### src/rtl/fpga250_cfg_pkg.sv
// Shared config-path definitions: loader state encoding and beat-counter sizing.
// Reused by the loader and future readback blocks.
package fpga250_cfg_pkg;

  typedef enum logic [2:0] {
    ST_IDLE   = 3'd0,
    ST_SHIFT  = 3'd1,
    ST_PARITY = 3'd2,
    ST_COMMIT = 3'd3,
    ST_DONE   = 3'd4,
    ST_ERROR  = 3'd5
  } cfg_state_e;

  // Counter must hold NUM_BEATS itself, so size for num_beats+1 values.
  function automatic int unsigned beat_cnt_w(input int unsigned num_beats);
    return (num_beats < 1) ? 1 : $clog2(num_beats + 1);
  endfunction

endpackage

### src/rtl/cfg_shift_reg.sv
// Config word shift register: each accepted beat enters at the LSBs, so the first beat ends in the MSBs.
// With CFG_LOADER_PARITY_EN defined, also keeps the running XOR of every shifted-in bit.
module cfg_shift_reg #(
  parameter int unsigned CONFIG_WIDTH = 64,
  parameter int unsigned CHUNK_W      = 1
) (
  input  logic                    clk,
  input  logic                    rst,
  input  logic                    shift_i,
  input  logic [CHUNK_W-1:0]      data_i,
`ifdef CFG_LOADER_PARITY_EN
  input  logic                    par_clr_i,
  output logic                    parity_o,
`endif
  output logic [CONFIG_WIDTH-1:0] word_o
);

  logic [CONFIG_WIDTH-1:0] word_q;
  logic [CONFIG_WIDTH-1:0] word_d;

  if (CONFIG_WIDTH > CHUNK_W) begin : g_shift
    assign word_d = {word_q[CONFIG_WIDTH-CHUNK_W-1:0], data_i};
  end else begin : g_load
    assign word_d = CONFIG_WIDTH'(data_i);
  end

  always_ff @(posedge clk) begin
    if (rst) begin
      word_q <= '0;
    end else if (shift_i) begin
      word_q <= word_d;
    end
  end

  assign word_o = word_q;

`ifdef CFG_LOADER_PARITY_EN
  logic par_q;

  always_ff @(posedge clk) begin
    if (rst) begin
      par_q <= 1'b0;
    end else if (par_clr_i) begin
      par_q <= 1'b0;
    end else if (shift_i) begin
      par_q <= par_q ^ (^data_i);
    end
  end

  assign parity_o = par_q;
`endif

endmodule

### src/rtl/cfg_word_loader.sv
// Writer side of the slice config interface: assembles a config word from a beat stream and strobes comb_set once.
// Optional even-parity check beat enabled by defining CFG_LOADER_PARITY_EN.
module cfg_word_loader
  import fpga250_cfg_pkg::*;
#(
  parameter int unsigned CONFIG_WIDTH = 64,
  parameter int unsigned CHUNK_W      = 1
) (
  input  logic                    clk,
  input  logic                    rst,
  input  logic                    cfg_start,
  input  logic [CHUNK_W-1:0]      cfg_in_data,
  input  logic                    cfg_in_valid,
  output logic                    cfg_in_ready,
  output logic [CONFIG_WIDTH-1:0] config_out,
  output logic                    comb_set,
  output logic                    busy,
  output logic                    done,
  output logic                    cfg_error
);

  localparam int unsigned NUM_BEATS = CONFIG_WIDTH / CHUNK_W;
  localparam int unsigned CNT_W     = beat_cnt_w(NUM_BEATS);

  if ((CONFIG_WIDTH % CHUNK_W) != 0) begin : g_bad_width
    $error("cfg_word_loader: CONFIG_WIDTH must be a multiple of CHUNK_W");
  end

  cfg_state_e       state_q, state_d;
  logic [CNT_W-1:0] cnt_q, cnt_d;
  logic             ready_q, ready_d;
  logic             comb_set_q, comb_set_d;
  logic             busy_q, busy_d;
  logic             done_q, done_d;
  logic             shift_en;
  logic             accept;
  logic             last_beat;

  assign accept    = cfg_in_valid & ready_q;
  assign last_beat = (cnt_q == CNT_W'(NUM_BEATS - 1));

`ifdef CFG_LOADER_PARITY_EN
  logic err_q, err_d;
  logic par_clr;
  logic parity;
`endif

  cfg_shift_reg #(
    .CONFIG_WIDTH(CONFIG_WIDTH),
    .CHUNK_W     (CHUNK_W)
  ) u_shift (
    .clk      (clk),
    .rst      (rst),
    .shift_i  (shift_en),
    .data_i   (cfg_in_data),
`ifdef CFG_LOADER_PARITY_EN
    .par_clr_i(par_clr),
    .parity_o (parity),
`endif
    .word_o   (config_out)
  );

  always_ff @(posedge clk) begin
    if (rst) begin
      state_q    <= ST_IDLE;
      cnt_q      <= '0;
      ready_q    <= 1'b0;
      comb_set_q <= 1'b0;
      busy_q     <= 1'b0;
      done_q     <= 1'b0;
    end else begin
      state_q    <= state_d;
      cnt_q      <= cnt_d;
      ready_q    <= ready_d;
      comb_set_q <= comb_set_d;
      busy_q     <= busy_d;
      done_q     <= done_d;
    end
  end

  // Outputs are registered from the next state so they line up with state_q.
  always_comb begin
    state_d  = state_q;
    cnt_d    = cnt_q;
    shift_en = 1'b0;

    case (state_q)
      ST_IDLE, ST_DONE: begin
        if (cfg_start) begin
          state_d = ST_SHIFT;
          cnt_d   = '0;
        end
      end
      ST_SHIFT: begin
        if (accept) begin
          shift_en = 1'b1;
          cnt_d    = cnt_q + CNT_W'(1);
          if (last_beat) begin
`ifdef CFG_LOADER_PARITY_EN
            state_d = ST_PARITY;
`else
            state_d = ST_COMMIT;
`endif
          end
        end
      end
`ifdef CFG_LOADER_PARITY_EN
      ST_PARITY: begin
        if (accept) begin
          state_d = (cfg_in_data[0] == parity) ? ST_COMMIT : ST_ERROR;
        end
      end
      ST_ERROR: begin
        if (cfg_start) begin
          state_d = ST_SHIFT;
          cnt_d   = '0;
        end
      end
`endif
      ST_COMMIT: state_d = ST_DONE;
      default:   state_d = ST_IDLE;
    endcase

    ready_d    = (state_d == ST_SHIFT) || (state_d == ST_PARITY);
    comb_set_d = (state_d == ST_COMMIT);
    busy_d     = (state_d == ST_SHIFT) || (state_d == ST_PARITY) || (state_d == ST_COMMIT);
    done_d     = (state_d == ST_DONE);
  end

`ifdef CFG_LOADER_PARITY_EN
  assign par_clr = (state_d == ST_SHIFT) && (state_q != ST_SHIFT);
  assign err_d   = (state_d == ST_ERROR);

  always_ff @(posedge clk) begin
    if (rst) begin
      err_q <= 1'b0;
    end else begin
      err_q <= err_d;
    end
  end

  assign cfg_error = err_q;
`else
  assign cfg_error = 1'b0;
`endif

  assign cfg_in_ready = ready_q;
  assign comb_set     = comb_set_q;
  assign busy         = busy_q;
  assign done         = done_q;

endmodule

### config.mk
export PLATFORM = sky130hd
export DESIGN_NAME = cfg_word_loader
export DESIGN_NICKNAME = d
export VERILOG_FILES = /design/src/rtl/fpga250_cfg_pkg.sv /design/src/rtl/cfg_shift_reg.sv /design/src/rtl/cfg_word_loader.sv
export SDC_FILE = /design/constraint.sdc
export NUM_CORES = 1
export LEC_CHECK = 0
export BUFFER_PORTS_ARGS = -buffer_cell sky130_fd_sc_hd__buf_2
export CELL_PAD_IN_SITES_DETAIL_PLACEMENT = 1
export CELL_PAD_IN_SITES_GLOBAL_PLACEMENT = 1
export CORE_AREA = 2 2 69 119
export DETAILED_ROUTE_END_ITERATION = 6
export DIE_AREA = 0 0 71 121
export PLACE_DENSITY = 0.82
export SKIP_LAST_GASP = 1
export SLEW_MARGIN = 5
export SYNTH_ARGS = -nofsm -noshare
export SYNTH_HDL_FRONTEND = slang
export SYNTH_SLANG_ARGS = --single-unit
export TNS_END_PERCENT = 30
### constraint.sdc
create_clock -name clk -period 4.35 [get_ports clk]
set_clock_uncertainty 0.1 [all_clocks]
set_input_delay 0.435 -clock clk [delete_from_list [all_inputs] [get_ports clk]]
set_output_delay 0.435 -clock clk [all_outputs]
set_load 0.02 [all_outputs]
==> impl_metrics.toml, run 1 <==
[global_routing]
grt_max_degree = 68
grt_usage = 0.195
grt_pass1_vias = 2738
antenna_found_initial = 0
grt_overflow = 0
grt_pass1_wl_um = 13200

[synth]
netlist_area_sq_um = 3040
netlist_top_cells_count = "dfxtp_1 (78), a21oi_1 (69), nand3_1 (66), o21ai_0 (65), clkbuf_1 (31)"
ys_async_sr_fraction = 0
synth_most_common_cell = "dfxtp_1"
synth_top_flop_cell = "dfxtp_1"
synth_nets = 368
yosysSeqAreaShare = 0.513
syn_inst = 362
synth.area.top_cells = "dfxtp_1 (51%), a21oi_1 (11%), nand3_1 (11%), o21ai_0 (11%), clkbuf_1 (3.8%)"
synth_top_area_cell = "dfxtp_1"
ys_types = 31
synth_edf_count = 0
ys_warn_count = 0
syn_avg_cell_area_sq_um = 8.41
synthDominantCellAreaShare = 0.513
ys_seq_elements = 78

[power_and_ir_drop]
ir_worst_vdd_v = 0.000203
pwr_density_cell_nw_per_um2 = 411
cellLeakagePower_nw = 1.38
total_power_w = 0.00151

[clocking]
htreeDepth = 3
numCtsBuffers = 9
post_cts_buffers = 0
clk_pin_slew_ps = 60
cts_resized = 0
cts_buffer_depth = 2
clock-sinks = 78
cts_tree = "done"
cts_hold_buf = 0
worst_skew_pair.late_latency_ps = 340
cts_root_buffer = "clkbuf_16"

[critical_path]
max_stage_delay_ps = 910
rr_startpoint = "state_q[1]"
required_ps = 4500
crit_fanout = 65
critPathLaunch = "state_q[1]"
r2r_end = "cnt_q[6]"
crit_type = "reg2reg"
cpMaxStageDelayCell = "or3b_2"
crit_family = "simple AND/OR/NAND/NOR gates"
critPathLaunchType = "register"
r2r_cells = 3
critPathArrivalTime_ps = 2460
reg2reg_slack_ps = 2040
critPathBufInv = 0
cp-end-kind = "register"
crit_chain = "or3b_2 -> o41a_1 -> a311oi_1"

[routing]
ant_nets = 0
viasPerCell = 5.78
m1WireLength_um = 3480
wl_met3_um = 358
firstDrtPassIters = 4
highest_layer = "met4"
first_iter_violations = 265
wire_per_inst_um = 16.5
wl_met2_um = 4310
totalWireLength_um = 8300
vias = 2900
drc = 0

[place]
dpl.cell_count = 486
portBuffers = 72
gp_congestion = 0.848
hpwl_um = 4970
place_area_sq_um = 3390

[sta]
finalCritPeriodShare = 0.531
slew_viol_final = 0
finalSetupTns_ps = 0
setup_viol = 0
fmax_ghz = 0.433
rsz0062_at_grt = "false"
period_needed_ps = 2310
worst_pin_slew_ps = 1120
hold_viol = 0
fin_hold_ws_ps = 259
slew_headroom = 0.254

[die]
ioPinCount = 74
die_y_um = 121
dieArea_sq_um = 8590
start_util = 0.399
rows = 42
die_x_um = 71
core_area_sq_um = 7620

[cells_and_area]
area_growth_pct = 20.6
drive_gt1_frac = 0.239
nets = 415
instances_no_fill = 502
finalInstanceArea_sq_um = 3670
diodes = 0

[worst_hold_path]
whs_endpoint = "u_shift.word_o[0]"
hold_class = "in2reg"
min_from = "cfg_in_data"
min_path_cells = 3

[status]
status = "complete, no violations"

[flow_run]
cap_violations = 0
[sequential cells by signal, summed over array words and instances, names as in the netlist]
name and count:
u_shift.word_o 64, cnt_q 7, state_q 3, busy 1, cfg_in_ready 1, comb_set 1
done 1
[cells by family after synthesis]
kind of cell / Yosys count / synth area share
AOI/OAI and AO/OA: 145 / 0.251
adders and majority gates: 1 / 0.00411
buffers and inverters: 41 / 0.0539
DFF: 78 / 0.513
muxes: 3 / 0.0111
other: 1 / 0.00123
and+or+nand+nor: 93 / 0.165
[worst register-to-register path: cells and delay by family (launching register included)]
family	cells	cell delay [ps]
AO/OA/AOI/OAI	2	790
AND/OR/NAND/NOR	1	910
flip-flops	1	430
[cell usage in the layout (no fill, tap or decap), types with 2 or more instances in the layout]
cell type,instances
a211oi_1,6
a21oi_1,69
buf_2,72
buf_4,3
clkbuf_1,2
clkbuf_16,9
clkbuf_8,2
clkinv_2,2
dfxtp_1,78
inv_1,2
mux2_2,3
nand2_1,4
nand2b_1,4
nand3_1,66
nand3b_1,2
nor3_1,3
nor3b_1,4
nor4_1,2
o21ai_0,65
[cell type report]
type	count	area (sq um)
clock buffer	13	260
clock inverter	3	18.8
fill	957	3950
inverter	2	7.51
multi-input combinational	243	1330
sequential	78	1560
tap	88	110
timing repair buffer	75	383
[worst max-delay path by stage]
stage | to | slack (ps) | cells after the start
floorplan | u_shift.word_o[0] | 2770 | 5
global placement | cnt_q[6] | 2080 | 3
detailed placement | cnt_q[6] | 2010 | 3
CTS | cnt_q[6] | 2020 | 3
global route | cnt_q[6] | 1860 | 3
finish | cnt_q[6] | 2040 | 3
[metrics by stage]
stage,worst slack (ps),util
CTS,2020,0.481
detailed placement,2010,0.445
global route,1860,0.481
floorplan,2770,-
finish,2040,0.481
global placement,2080,0.445
[power breakdown]
part	switching [W]	total (W)	leakage (nW)	internal [W]
sequential	0.00000314	0.000720	0.629	0.000717
combinational	0.0000692	0.0000809	0.617	0.0000117
clock	0.000289	0.000706	0.140	0.000417
[routing by layer]
metal	vias up	track usage
li1	1401	-
met1	1423	0.230
met2	65	0.324
met3	11	0.0440
met4	0	0.101
met5	-	0
Power figures use the tool's default switching activity.
==> run 2, diff against run 1 <==
ABC_AREA = 1   (was unset)
CORE_AREA = 2 2 70 121   (was 2 2 69 119)
DIE_AREA = 0 0 72 123   (was 0 0 71 121)
PLACE_DENSITY = 0.77   (was 0.82)
clock period = 2.35 ns   (was 4.35 ns; I/O delays follow)
==> run 2 against run 1 <==
Wire length decreased by 16%. Largest power group is now clock. Synthesized cell count fell by 0.83%. Critical endpoint is now cnt_q[2]. Power up 100%. Critical path depth grew 5. Register-to-register slack got worse by 1300 ps. Final cell count is 3.2% higher.
==> impl_metrics.toml, run 2 <==
[status]
status = "complete, no violations"

[routing]
vias = 2526
viasPerCell = 4.88
firstDrtPassIters = 4
totalWireLength_um = 6930
ant_nets = 0
drc = 0
wire_per_inst_um = 13.4
first_iter_violations = 138

[sta]
slew_viol_final = 0
fmax_ghz = 0.624
finalSetupTns_ps = 0
finalWorstSetupSlack_ps = 747
hold_viol = 0
setup_viol = 0
worst_pin_slew_ps = 542
finalCritPeriodShare = 0.682
rsz0062_at_grt = "false"
slew_headroom = 0.639
period_needed_ps = 1600

[cells_and_area]
nets = 430
area_growth_pct = 23.4
layout_commonest_cell = "nor2_1"
drive_gt1_frac = 0.224
diodes = 0
mostFrequentLayoutCells = "nor2_1 (141), dfxtp_1 (78), buf_2 (72), o21ai_0 (54), nand2_1 (19)"
instances_no_fill = 518
largest_register_ffs = 64

[synth]
netlist_top_cells_count = "nor2_1 (141), dfxtp_1 (78), o21ai_0 (54), nand2_1 (19), o21ai_1 (12)"
synth_top_area_cell = "dfxtp_1"
netlist_area_sq_um = 2830
ys_seq_elements = 78
ys_async_sr_fraction = 0
ys_warn_count = 0
synthDominantCellAreaShare = 0.551
syn_inst = 359
synth_edf_count = 0
synth_nets = 365
syn_avg_cell_area_sq_um = 7.89
synth.area.top_cells = "dfxtp_1 (55%), nor2_1 (19%), o21ai_0 (9.5%), buf_6 (3.6%), nand2_1 (2.5%)"
yosysSeqAreaShare = 0.551
synth_top_flop_cell = "dfxtp_1"
ys_types = 20
synth_most_common_cell = "nor2_1"

[clocking]
cts_buffer_depth = 2
clock-sinks = 78
htreeDepth = 3
cts_hold_buf = 0
clk_pin_slew_ps = 60
numCtsBuffers = 9
cts_root_buffer = "clkbuf_16"
cts_tree = "done"
cts_resized = 0
worst_skew_pair.late_latency_ps = 330
post_cts_buffers = 0

[critical_path]
crit_end = "cnt_q[2]"
cp-end-kind = "register"
r2r_cells = 8
crit_fanout = 26
critPathLaunchType = "register"
r2r_end = "cnt_q[2]"
reg2reg_slack_ps = 750
rr_startpoint = "state_q[1]"
required_ps = 2470
critPathArrivalTime_ps = 1730
critPathLaunch = "state_q[1]"
crit_type = "reg2reg"

[global_routing]
grt_max_degree = 66
grt_overflow = 0
grt_pass1_wl_um = 11400
grt_usage = 0.164
grt_pass1_vias = 2434
antenna_found_initial = 0

[die]
ioPinCount = 74
die_x_um = 72
start_util = 0.358
rows = 43
die_y_um = 123
dieArea_sq_um = 8860
core_area_sq_um = 7910

[flow_run]
cap_violations = 0

[place]
gp_congestion = 0.779
portBuffers = 72
dpl.cell_count = 503
hpwl_um = 4560
pre_cts_slack_ps = 758

[worst_hold_path]
hold_class = "in2reg"
min_path_cells = 3

[power_and_ir_drop]
ir_worst_vdd_v = 0.000377
cellLeakagePower_nw = 1.86
pwr_density_cell_nw_per_um2 = 866
## run 2: changes by cell type in the layout (fill, tap and decap cells not counted), moves of 3 or more
| cell | previous run | this run |
|---|---|---|
| nand2b_1 | 4 | 0 |
| nor3_1 | 3 | 0 |
| nand3_1 | 66 | 6 |
| nand2_1 | 4 | 19 |
| a211oi_1 | 6 | 0 |
| mux2_2 | 3 | 0 |
| nor2_1 | 1 | 141 |
| nor3b_1 | 4 | 0 |
| o21ai_0 | 65 | 54 |
| a21oi_1 | 69 | 11 |
| inv_1 | 2 | 8 |
| o21ai_1 | 0 | 12 |
## run 2: worst min path at each step
stage / end / start / slack (ps)
5_1_grt: u_shift.word_o[0] / cfg_in_data / 40
2_1_floorplan: u_shift.word_o[0] / cfg_in_data / 270
4_1_cts: u_shift.word_o[0] / cfg_in_data / 30
3_3_place_gp: cnt_q[6] / cnt_q[6] / 350
3_5_place_dp: cnt_q[6] / cnt_q[6] / 360
6_report: u_shift.word_o[0] / cfg_in_data / 30
## run 2: through the flow
step / util / instance area, sq um / hold slack (ps) / total power (W)
3_3_place_gp: 0.402 / 3180 / 347 / 0.00161
5_1_grt: 0.442 / 3500 / 44.9 / 0.00313
2_1_floorplan: - / 2830 / 270 / 0.00155
3_5_place_dp: 0.402 / 3180 / 356 / 0.00161
4_1_cts: 0.442 / 3500 / 28.1 / 0.00306
6_report: 0.442 / 3500 / 32.4 / 0.00303
## run 2: cell families (layout without fill, tap and decap cells)
family | count (synthesis) | in the layout | synth area share
AND/OR/NAND/NOR | 170 | 170 | 0.237
flip-flops | 78 | 78 | 0.551
AO/OA/AOI/OAI | 77 | 77 | 0.136
buffers and inverters | 32 | 101 | 0.0702
adder cells (fa/ha/maj) | 1 | 1 | 0.00441
other | 1 | 1 | 0.00132
## run 2: critical path, cell delays in order (launching register included)
cell	delay (ps)
dfxtp_1	350
inv_1	70
nand3_4	110
inv_2	60
nand2_2	60
buf_4	270
nand2_1	230
a21oi_1	190
nor2_1	60
## run 2: report_power, final
part / internal, W / switching, W
combinational: 0.0000571 / 0.000135
clock: 0.000934 / 0.000515
sequential: 0.00136 / 0.0000276
## run 2: cell type report
| cell class | instances | area (sq um) |
|---|---|---|
| timing repair buffer | 77 | 398 |
| multi-input combinational | 249 | 1070 |
| sequential | 78 | 1560 |
| clock buffer | 13 | 280 |
| tap | 90 | 113 |
| fill | 986 | 4410 |
| inverter | 9 | 33.8 |
| clock inverter | 2 | 38.8 |
## run 2: per-layer routing
metal / global-route usage / vias up / part of all wire
li1: - / 1269 / -
met1: 0.195 / 1198 / 0.43
met2: 0.275 / 48 / 0.51
met3: 0.0228 / 11 / 0.037
met4: 0.103 / 0 / 0.024
met5: 0 / - / 0
==> run 3, diff against run 2 <==
ABC_AREA = 0   (was 1)
CORE_AREA = 2 2 74 129   (was 2 2 70 121)
DIE_AREA = 0 0 76 131   (was 0 0 72 123)
PLACE_DENSITY = 0.74   (was 0.77)
clock period = 1.35 ns   (was 2.35 ns; I/O delays follow)
==> run 3 against run 2 <==
The run now ends with negative setup slack left. Largest power group unchanged. Via count grew 24%. Sequential cell count unchanged. Power increased by 71%. Worst hold slack improved by 51 ps. Register-to-register slack got worse by 1000 ps. Clock power increased by 61%. Final cell count grew 11%. Cell area up 30%. Die area increased by 12%. Combinational power rose to 2.8 times the previous value. Non-clock buffer count increased by 38.
==> impl_metrics.toml, run 3 (synthesized netlist as in run 1, its figures left out) <==
[status]
status = "finished, violations left"
violations = "negative setup slack"

[global_routing]
antenna_found_initial = 0
grt_max_degree = 46
grt_pass1_vias = 3191
grt_overflow = 0
grt_pass1_wl_um = 16100
grt_usage = 0.201

[place]
pre_cts_slack_ps = -312
gp_congestion = 0.737
hpwl_um = 5820
portBuffers = 72

[cells_and_area]
area_growth_pct = 49.0
diodes = 0
nets = 455
largest_register_ffs = 64
layout_commonest_cell = "dfxtp_1"
drive_gt1_frac = 0.405
mostFrequentLayoutCells = "dfxtp_1 (74), buf_2 (72), a21oi_1 (53), nand3_1 (50), o21ai_0 (49)"

[critical_path]
crit_family = "compound AO/OA/AOI/OAI gates"
reg2reg_slack_ps = -290
critPathLaunch = "state_q[0]"
critPathLaunchType = "register"
cp-end-kind = "register"
worstSetupPathDepth = 3
r2r_cells = 3
crit_type = "reg2reg"
crit_chain = "or3b_4 -> o41a_1 -> a311oi_2"
critPathArrivalTime_ps = 1760
rr_startpoint = "state_q[0]"
crit_end = "cnt_q[6]"
r2r_end = "cnt_q[6]"
crit_fanout = 4
critPathBufInv = 0
required_ps = 1470
max_stage_delay_ps = 440
cpMaxStageDelayCell = "or3b_4"

[power_and_ir_drop]
pwr_density_cell_nw_per_um2 = 1150
cellLeakagePower_nw = 1.68
total_power_w = 0.00520
comb_power_share = 0.105
netSwitchingFraction = 0.238
switchingPower_w = 0.00124
p_clk_frac = 0.449
ir_worst_vdd_v = 0.000646
pwr-share-seq = 0.446
power.internal_w = 0.00396

[sta]
hold_viol = 0
period_needed_ps = 1640
setup_viol = 76
finalWorstSetupSlack_ps = -285
slew_viol_final = 0
fmax_ghz = 0.611
fin_hold_ws_ps = 83.7
finalCritPeriodShare = 1.21
rsz0062_at_grt = "true"

[routing]
viasPerCell = 5.45
vias = 3130
drc = 0
first_iter_violations = 228
firstDrtPassIters = 4
ant_nets = 0
totalWireLength_um = 10200
wire_per_inst_um = 17.8

[clocking]
cts_root_buffer = "clkbuf_16"
worst_skew_pair.late_latency_ps = 330
htreeDepth = 3
numCtsBuffers = 9
clk_pin_slew_ps = 60
clock-sinks = 78
cts_tree = "done"
cts_buffer_depth = 2

[die]
rows = 46
die_y_um = 131
start_util = 0.341
die_x_um = 76
ioPinCount = 74
core_area_sq_um = 8920
dieArea_sq_um = 9960

[flow_run]
cap_violations = 0

[worst_hold_path]
hold_class = "in2reg"
[run 3: changes by cell type in the layout (fill, tap and decap cells not counted), moves of 6 or more]
cell | previous run | this run
nor2_1 | 141 | 1
nand3_1 | 6 | 50
a21oi_1 | 11 | 53
buf_4 | 5 | 22
a21oi_2 | 0 | 16
nand2_1 | 19 | 3
nand3_2 | 0 | 10
buf_12 | 0 | 9
inv_1 | 8 | 2
[run 3: final cells by class]
class / count / area [sq um]
clock buffers: 12 / 236
inverters: 2 / 7.51
clock inverters: 4 / 47.5
fillers: 1065 / 4390
flip-flops and latches: 78 / 1570
well taps: 120 / 150
repair buffers: 115 / 913
multi-input cells: 243 / 1610
[run 3: worst register-to-register path: stages, from the launching register on]
cell and delay, ps:
dfxtp_2 360, or3b_4 440, o41a_1 360, a311oi_2 270
[run 3: worst min path at each step]
stage	from	end	slack, ps	cells after the start
6_report	cfg_start	state_q[2]	80	3
5_1_grt	cfg_start	state_q[2]	100	3
4_1_cts	cfg_start	state_q[2]	50	3
3_5_place_dp	cfg_in_data	u_shift.word_o[0]	300	3
3_3_place_gp	cfg_in_data	u_shift.word_o[0]	290	3
2_1_floorplan	cfg_in_data	u_shift.word_o[0]	180	2
[run 3: what timing repair did]
action,CTS,global route
gates cloned,3,1
setup buffers,11,3
hold buffers,1,0
pin swaps,11,13
endpoints found under the setup margin,77,77
endpoints found under the hold margin,1,0
resized for setup,59,39
[run 3: power groups by stage]
stage | combinational [W] | sequential [W] | clock (W)
global placement | 0.000331 | 0.00237 | 0
CTS | 0.000488 | 0.00232 | 0.00241
floorplan | 0.000202 | 0.00238 | 0
finish | 0.000546 | 0.00232 | 0.00233
global route | 0.000581 | 0.00232 | 0.00249
detailed placement | 0.000334 | 0.00237 | 0
[run 3: metal layers]
| layer | GRT usage | vias up | part of all wire |
|---|---|---|---|
| met5 | 0 | - | 0 |
| met2 | 0.366 | 72 | 0.53 |
| li1 | - | 1488 | - |
| met1 | 0.235 | 1553 | 0.41 |
| met3 | 0.0309 | 17 | 0.028 |
| met4 | 0.0909 | 0 | 0.022 |
[run 3: metrics by stage]
stage | TNS (ps) | cell area (sq um) | utilization | std cells
floorplan | -7440 | 3070 | - | 362
global placement | -11490 | 3640 | 0.408 | 540
finish | -10050 | 4530 | 0.508 | 574
detailed placement | -14900 | 3640 | 0.408 | 540
CTS | -8070 | 4320 | 0.484 | 571
global route | -14100 | 4530 | 0.508 | 574
